===== src/rtl/keypad_pkg.sv =====
// keypad_pkg: shared state type, column count and keymap
// for the 4x4 matrix keypad scanner.
package keypad_pkg;

  localparam int NUM_COLS = 4;

  typedef enum logic [1:0] {
    SCAN,
    DEBOUNCE,
    HELD,
    RELEASE
  } state_t;

  // Index of the lowest active-low bit; lowest index wins on ties.
  function automatic logic [1:0] low_idx(
    input logic [NUM_COLS-1:0] v
  );
    logic [1:0] idx;
    idx = 2'd0;
    for (int i = NUM_COLS - 1; i >= 0; i--)
      if (!v[i]) idx = 2'(i);
    return idx;
  endfunction

  function automatic logic [3:0] key_code(
    input logic [1:0] row,
    input logic [1:0] col
  );
    logic [3:0] code;
    case ({row, col})
      4'h0:    code = 4'h1;
      4'h1:    code = 4'h2;
      4'h2:    code = 4'h3;
      4'h3:    code = 4'hA;
      4'h4:    code = 4'h4;
      4'h5:    code = 4'h5;
      4'h6:    code = 4'h6;
      4'h7:    code = 4'hB;
      4'h8:    code = 4'h7;
      4'h9:    code = 4'h8;
      4'hA:    code = 4'h9;
      4'hB:    code = 4'hC;
      4'hC:    code = 4'hE;
      4'hD:    code = 4'h0;
      4'hE:    code = 4'hF;
      default: code = 4'hD;
    endcase
    return code;
  endfunction

endpackage


===== src/rtl/keypad_scanner_if.sv =====
// keypad_scanner_if: accepted-key bus from the scanner to the
// two-digit seven-segment multiplexer.
interface keypad_scanner_if;

  logic [3:0] digit_new;
  logic [3:0] digit_old;
  logic       key_valid;

  modport master (
    output digit_new,
    output digit_old,
    output key_valid
  );

  modport slave (
    input digit_new,
    input digit_old,
    input key_valid
  );

endinterface


===== src/rtl/sync_2ff.sv =====
// sync_2ff: two-flop synchronizer for the asynchronous keypad rows.
// Resets to all-ones, the idle (no key) row pattern.
module sync_2ff (
  input  logic       clk,
  input  logic       reset,
  input  logic [3:0] d,
  output logic [3:0] q
);

  logic [3:0] meta;

  always_ff @(posedge clk or negedge reset) begin
    if (!reset) begin
      meta <= 4'hF;
      q    <= 4'hF;
    end else begin
      meta <= d;
      q    <= meta;
    end
  end

endmodule


===== src/rtl/keypad_scanner.sv =====
// keypad_scanner: 4x4 keypad column scan, press/release debounce
// and two-digit history of accepted keys.
module keypad_scanner
  import keypad_pkg::*;
#(
  parameter int SCAN_DIV        = 24000,
  parameter int DEBOUNCE_CYCLES = 480000
) (
  input  logic                    clk,
  input  logic                    reset,
  input  logic [3:0]              rows,
  output logic [3:0]              cols,
  keypad_scanner_if.master        disp
);

  localparam int SW = (SCAN_DIV > 1) ?
                      $clog2(SCAN_DIV) : 1;
  localparam int DW = (DEBOUNCE_CYCLES > 1) ?
                      $clog2(DEBOUNCE_CYCLES) : 1;

  state_t        state;
  state_t        state_nx;
  logic [3:0]    srows;
  logic [3:0]    latch_q;
  logic [SW-1:0] scan_q;
  logic [DW-1:0] deb_q;
  logic [3:0]    dnew_q;
  logic [3:0]    dold_q;
  logic          kv_q;

  logic any_low;
  logic match;
  logic scan_end;
  logic deb_end;

  logic col_adv;
  logic scan_clr;
  logic scan_inc;
  logic deb_clr;
  logic deb_inc;
  logic grab;
  logic accept;

  sync_2ff u_sync (
    .clk   (clk),
    .reset (reset),
    .d     (rows),
    .q     (srows)
  );

  assign any_low  = (srows != 4'hF);
  assign match    = (srows == latch_q);
  assign scan_end = (scan_q == SW'(SCAN_DIV - 1));
  assign deb_end  = (deb_q == DW'(DEBOUNCE_CYCLES - 1));

  always_ff @(posedge clk or negedge reset) begin
    if (!reset) state <= SCAN;
    else        state <= state_nx;
  end

  always_comb begin
    state_nx = state;
    unique case (state)
      SCAN:
        if (any_low) state_nx = DEBOUNCE;
      DEBOUNCE:
        if (!match)       state_nx = SCAN;
        else if (deb_end) state_nx = HELD;
      HELD:
        if (!any_low) state_nx = RELEASE;
      RELEASE:
        if (any_low)      state_nx = HELD;
        else if (deb_end) state_nx = SCAN;
      default:
        state_nx = SCAN;
    endcase
  end

  always_comb begin
    col_adv  = 1'b0;
    scan_clr = 1'b0;
    scan_inc = 1'b0;
    deb_clr  = 1'b0;
    deb_inc  = 1'b0;
    grab     = 1'b0;
    accept   = 1'b0;
    unique case (state)
      SCAN:
        if (any_low) begin
          grab    = 1'b1;
          deb_clr = 1'b1;
        end else if (scan_end) begin
          col_adv  = 1'b1;
          scan_clr = 1'b1;
        end else begin
          scan_inc = 1'b1;
        end
      DEBOUNCE:
        if (!match)       scan_clr = 1'b1;
        else if (deb_end) accept   = 1'b1;
        else              deb_inc  = 1'b1;
      HELD:
        if (!any_low) deb_clr = 1'b1;
      RELEASE:
        if (!any_low) begin
          if (deb_end) begin
            col_adv  = 1'b1;
            scan_clr = 1'b1;
          end else begin
            deb_inc = 1'b1;
          end
        end
      default: ;
    endcase
  end

  // Counters stop at their terminal count instead of wrapping.
  always_ff @(posedge clk or negedge reset) begin
    if (!reset) begin
      cols    <= 4'b1110;
      scan_q  <= '0;
      deb_q   <= '0;
      latch_q <= 4'hF;
      dnew_q  <= 4'h0;
      dold_q  <= 4'h0;
      kv_q    <= 1'b0;
    end else begin
      if (col_adv)
        cols <= {cols[2:0], cols[3]};
      if (scan_clr)
        scan_q <= '0;
      else if (scan_inc && !scan_end)
        scan_q <= scan_q + SW'(1);
      if (deb_clr)
        deb_q <= '0;
      else if (deb_inc && !deb_end)
        deb_q <= deb_q + DW'(1);
      if (grab)
        latch_q <= srows;
      kv_q <= accept;
      if (accept) begin
        dold_q <= dnew_q;
        dnew_q <= key_code(low_idx(latch_q),
                           low_idx(cols));
      end
    end
  end

  assign disp.digit_new = dnew_q;
  assign disp.digit_old = dold_q;
  assign disp.key_valid = kv_q;

endmodule


===== src/flat_wrapper.sv =====
// flat-port wrapper written by rule: the top's interface ports become plain ports
module keypad_scanner_flat import keypad_pkg::*;
#(
  parameter int SCAN_DIV        = 24000,
  parameter int DEBOUNCE_CYCLES = 480000
)
  (clk, reset, rows, cols, disp_digit_new, disp_digit_old, disp_key_valid);
  keypad_scanner_if disp_i ();
  input  logic clk;
  input  logic reset;
  input  logic [3:0] rows;
  output logic [3:0] cols;
  output wire logic [$bits(disp_i.digit_new)-1:0] disp_digit_new;
  output wire logic [$bits(disp_i.digit_old)-1:0] disp_digit_old;
  output wire logic [$bits(disp_i.key_valid)-1:0] disp_key_valid;
  assign disp_digit_new = disp_i.digit_new;
  assign disp_digit_old = disp_i.digit_old;
  assign disp_key_valid = disp_i.key_valid;
  keypad_scanner #(.SCAN_DIV(SCAN_DIV), .DEBOUNCE_CYCLES(DEBOUNCE_CYCLES)) u_core (.clk(clk), .reset(reset), .rows(rows), .cols(cols), .disp(disp_i));
endmodule

===== config.mk =====
export PLATFORM = sky130hd
export DESIGN_NAME = keypad_scanner_flat
export DESIGN_NICKNAME = d
export VERILOG_FILES = /design/src/rtl/keypad_pkg.sv /design/src/rtl/keypad_scanner_if.sv /design/src/rtl/sync_2ff.sv /design/src/rtl/keypad_scanner.sv /design/src/flat_wrapper.sv
export SDC_FILE = /design/constraint.sdc
export NUM_CORES = 1
export LEC_CHECK = 0
export BUFFER_PORTS_ARGS = -buffer_cell sky130_fd_sc_hd__clkbuf_2
export CORE_MARGIN = 10
export CORE_UTILIZATION = 40
export DETAILED_ROUTE_END_ITERATION = 16
export PLACE_DENSITY_LB_ADDON = 0.1
export SYNTH_ARGS = -nofsm -noshare
export SYNTH_HDL_FRONTEND = slang
export SYNTH_SLANG_ARGS = --single-unit

===== constraint.sdc =====
create_clock -name clk -period 2.75 [get_ports clk]
set_input_delay 0.275 -clock clk [delete_from_list [all_inputs] [get_ports clk]]
set_output_delay 0.275 -clock clk [all_outputs]
set_load 0.05 [all_outputs]

==> flow_summary.ini <==
[status]
outcome = finished clean

[global_route]
grt_pass1_wl_um = 12300
globalRouteOverflowTotal = 0
grt_max_degree = 33
grt_pass1_vias = 2500
track_usage_pct = 11.7
antenna_found_initial = 0

[yosys]
synth_cell_types = 54
yosysTopAreaCell = dfrtp_1
yosysTopAreaCellShare_pct = 34.6
synthTopCellsByArea = dfrtp_1 (35%), dfstp_2 (12%), ha_1 (3.8%)
synth_edf_count = 0
ys_ff_latch = 61
yosys_warnings = 0
async_reset_ff_share_pct = 100
syn_inst = 328
netlist_area_mm2 = 0.00333
syn_nets = 344
ys_seq_area_share_pct = 46.4
synth-main-ff-cell = dfrtp_1
synth_area_per_cell_um2 = 10.2

[drt]
ant_nets = 0
routed_wl_um = 7070
first_iter_violations = 127
post_drt_wl_per_cell_um = 15.1
drc_errors = 0
dr.pass1.iters = 4
vias = 2566
vias_per_cell = 5.49

[critical_path]
cp_top_family = simple AND/OR/NAND/NOR gates
cp_max_fo = 7
critPathLaunch = u_core.state[0]
path_cells = inv_1, ha_1, inv_1, or4_1, nor4_1, xnor2_1, nor2_1
critPathCaptureType = flip-flop
timing.critical_path.mode_cell = inv_1
crit_path_top_delay_cell = or4_1
critical_path_class = flip-flop to flip-flop
cpPeakStageDelay_ns = 0.62
timing.rr.start = u_core.state[0]
reg2reg_depth = 7
path_buf_inv = 2
cp.depth = 7
required_ns = 2.97
critPathArrivalTime_ns = 2.47
start_kind = flip-flop

[timing]
grt_setup_unrepaired = no
setup-violations-final = 0
slew_viol_final = 0
fin_crit_ns = 2.25
slew-limit-headroom_pct = 47.7
skew_ns = 0.00805
max_freq_mhz = 444
period_share_pct = 81.9
tns_ns = 0
worstMarginPinSlew_ns = 0.785
hold_viol = 0

[die]
io_pins = 19
coreArea_mm2 = 0.00818
die-width_um = 111
dieArea_mm2 = 0.0124
die_height_um = 111
start_util_pct = 40.7
rows = 33

[clocking]
cts_made_buffers = 9
cts_max_path_buffers = 2
cts.clk_slew.worst_paths_ns = 0.07
ctsResizeCount = 0
cts.sinks = 61
holdBufCountCts = 4
cts-root-buf = clkbuf_8
htreeDepth = 3
cts_setup_buffers = 0
cts_tree = built
clock_latency_ns = 0.34

[final_layout]
num-nets-final = 373
fillerInstances = 784
insertedDiodeCount = 0
area_growth_pct = 15.6
drive_above_1_share_pct = 22.7

[placement]
port-buffer-count = 18
routabilityCongestion = 0.813
dp_hpwl_um = 4990

[pwr]
p_clk_share_pct = 33.6
swShare_pct = 32.1
pwr-share-comb_pct = 26.3
power_density_mw_per_mm2 = 680
ir_worst_vdd_v = 0.000413
p_leak_nw = 1.58
finalPower_mw = 2.62
p_switching_uw = 840
seq_power_share_pct = 40.0
internal-power_mw = 1.78

[flow_run]
drv_cap = 0

[hold_path]
hold_path_class = primary input to async pin
-- flip-flops by register name (all words and copies together) (netlist names) --
signal and flops:
u_core.disp.digit_new 4, u_core.disp.digit_old 4, u_core.u_sync.meta 4, u_core.scan_q 15
u_core.deb_q 19, u_core.state 2, u_core.latch_q 4, u_core.u_sync.q 4
u_core.disp.key_valid 1, u_core.cols 4
-- path summary, 6_finish.rpt --
| path | to | slack [ns] |
|---|---|---|
| setup reg to reg | u_core.scan_q[14] | 0.50 |
| setup / recovery | u_core.scan_q[14] | 0.50 |
| max in group asynchronous | u_core.u_sync.meta[2] | 2.04 |
| min in group clk | u_core.u_sync.q[0] | 0.35 |
| hold reg to reg | u_core.u_sync.q[0] | 0.35 |
| hold / removal | u_core.disp.digit_old[0] | 0.009 |
-- Yosys cell counts, drive strengths merged (3+ instances only) --
master	instances
mux2	11
nand3	15
o22a	4
inv	13
nor4	18
o31a	3
o21a	3
buf	7
nand4	9
or2	5
xnor2	13
ha	10
dfrtp	46
mux2i	8
clkbuf	7
nor2	24
o21ai	10
nand2	23
a21oi	22
nor3	6
dfstp	15
xor2	4
or4	13
o31ai	10
-- power groups by stage --
stage                     Combinational, mW  Clock [mW]  Sequential, mW
after floorplan                       0.499           0            1.05
after global placement                0.692           0            1.06
after detailed placement              0.692           0            1.06
after CTS                             0.701       0.919            1.05
after global routing                  0.762       0.959            1.06
final                                 0.690       0.880            1.05
-- worst reg2reg max path, cell delays in order (launching register included) --
cell and delay, ns:
dfrtp_1 0.41, inv_1 0.12, ha_1 0.27, inv_1 0.16, or4_1 0.62, nor4_1 0.35, xnor2_1 0.16, nor2_1 0.05
-- cell families (layout without fill, tap and decap cells) --
logic type | after synthesis | in the layout | synth area share (%)
simple gates | 131 | 131 | 22.4
compound gates | 63 | 63 | 12.9
flops | 61 | 61 | 46.4
buf+inv | 27 | 61 | 3.64
mux | 19 | 19 | 6.46
xor+xnor | 17 | 17 | 4.47
fa+ha+maj | 10 | 10 | 3.76
-- through the flow --
step           area [µm²]  utilization (%)  instances  hold WS, ns  setup slack [ns]
2_1_floorplan        3330                -        328      -0.0206             0.659
3_3_place_gp         3580             43.8        447        0.346             0.470
3_5_place_dp         3580             43.8        447        0.348             0.511
4_1_cts              3850             47.1        467       0.0380             0.499
5_1_grt              3850             47.1        467       0.0708             0.330
6_report             3850             47.1        467      0.00893             0.498
-- cells in the final DEF, fill, tap and decap left out, types with 9 or more instances in the layout --
master	count
a21oi_1	21
o31ai_1	10
nor4_1	17
nand3_1	15
dfrtp_1	46
clkbuf_8	10
nor2_1	24
nand2_1	23
ha_1	10
inv_1	13
clkbuf_2	18
xnor2_1	13
dfstp_2	15
or4_1	12
nand4_1	9
-- final cells by class --
cell class,count,area [µm²],area share (%)
timing repair buffer,32,230,5.98
sequential,61,1550,40.1
inverter,13,48.8,1.27
multi-input combinational,240,1660,43.2
clock buffer,13,213,5.52
tap,105,131,3.41
clock inverter,3,17.5,0.455
-- per-layer routing --
layer  wire (µm)  vias to the layer above  GRT usage [%]
li1            -                     1266              -
met1        3370                     1253           14.4
met2        3370                       35           19.0
met3         223                       12           3.30
met4         102                        0           4.37
met5           0                        -              0
Note: power is estimated with default switching activity, not from simulation.
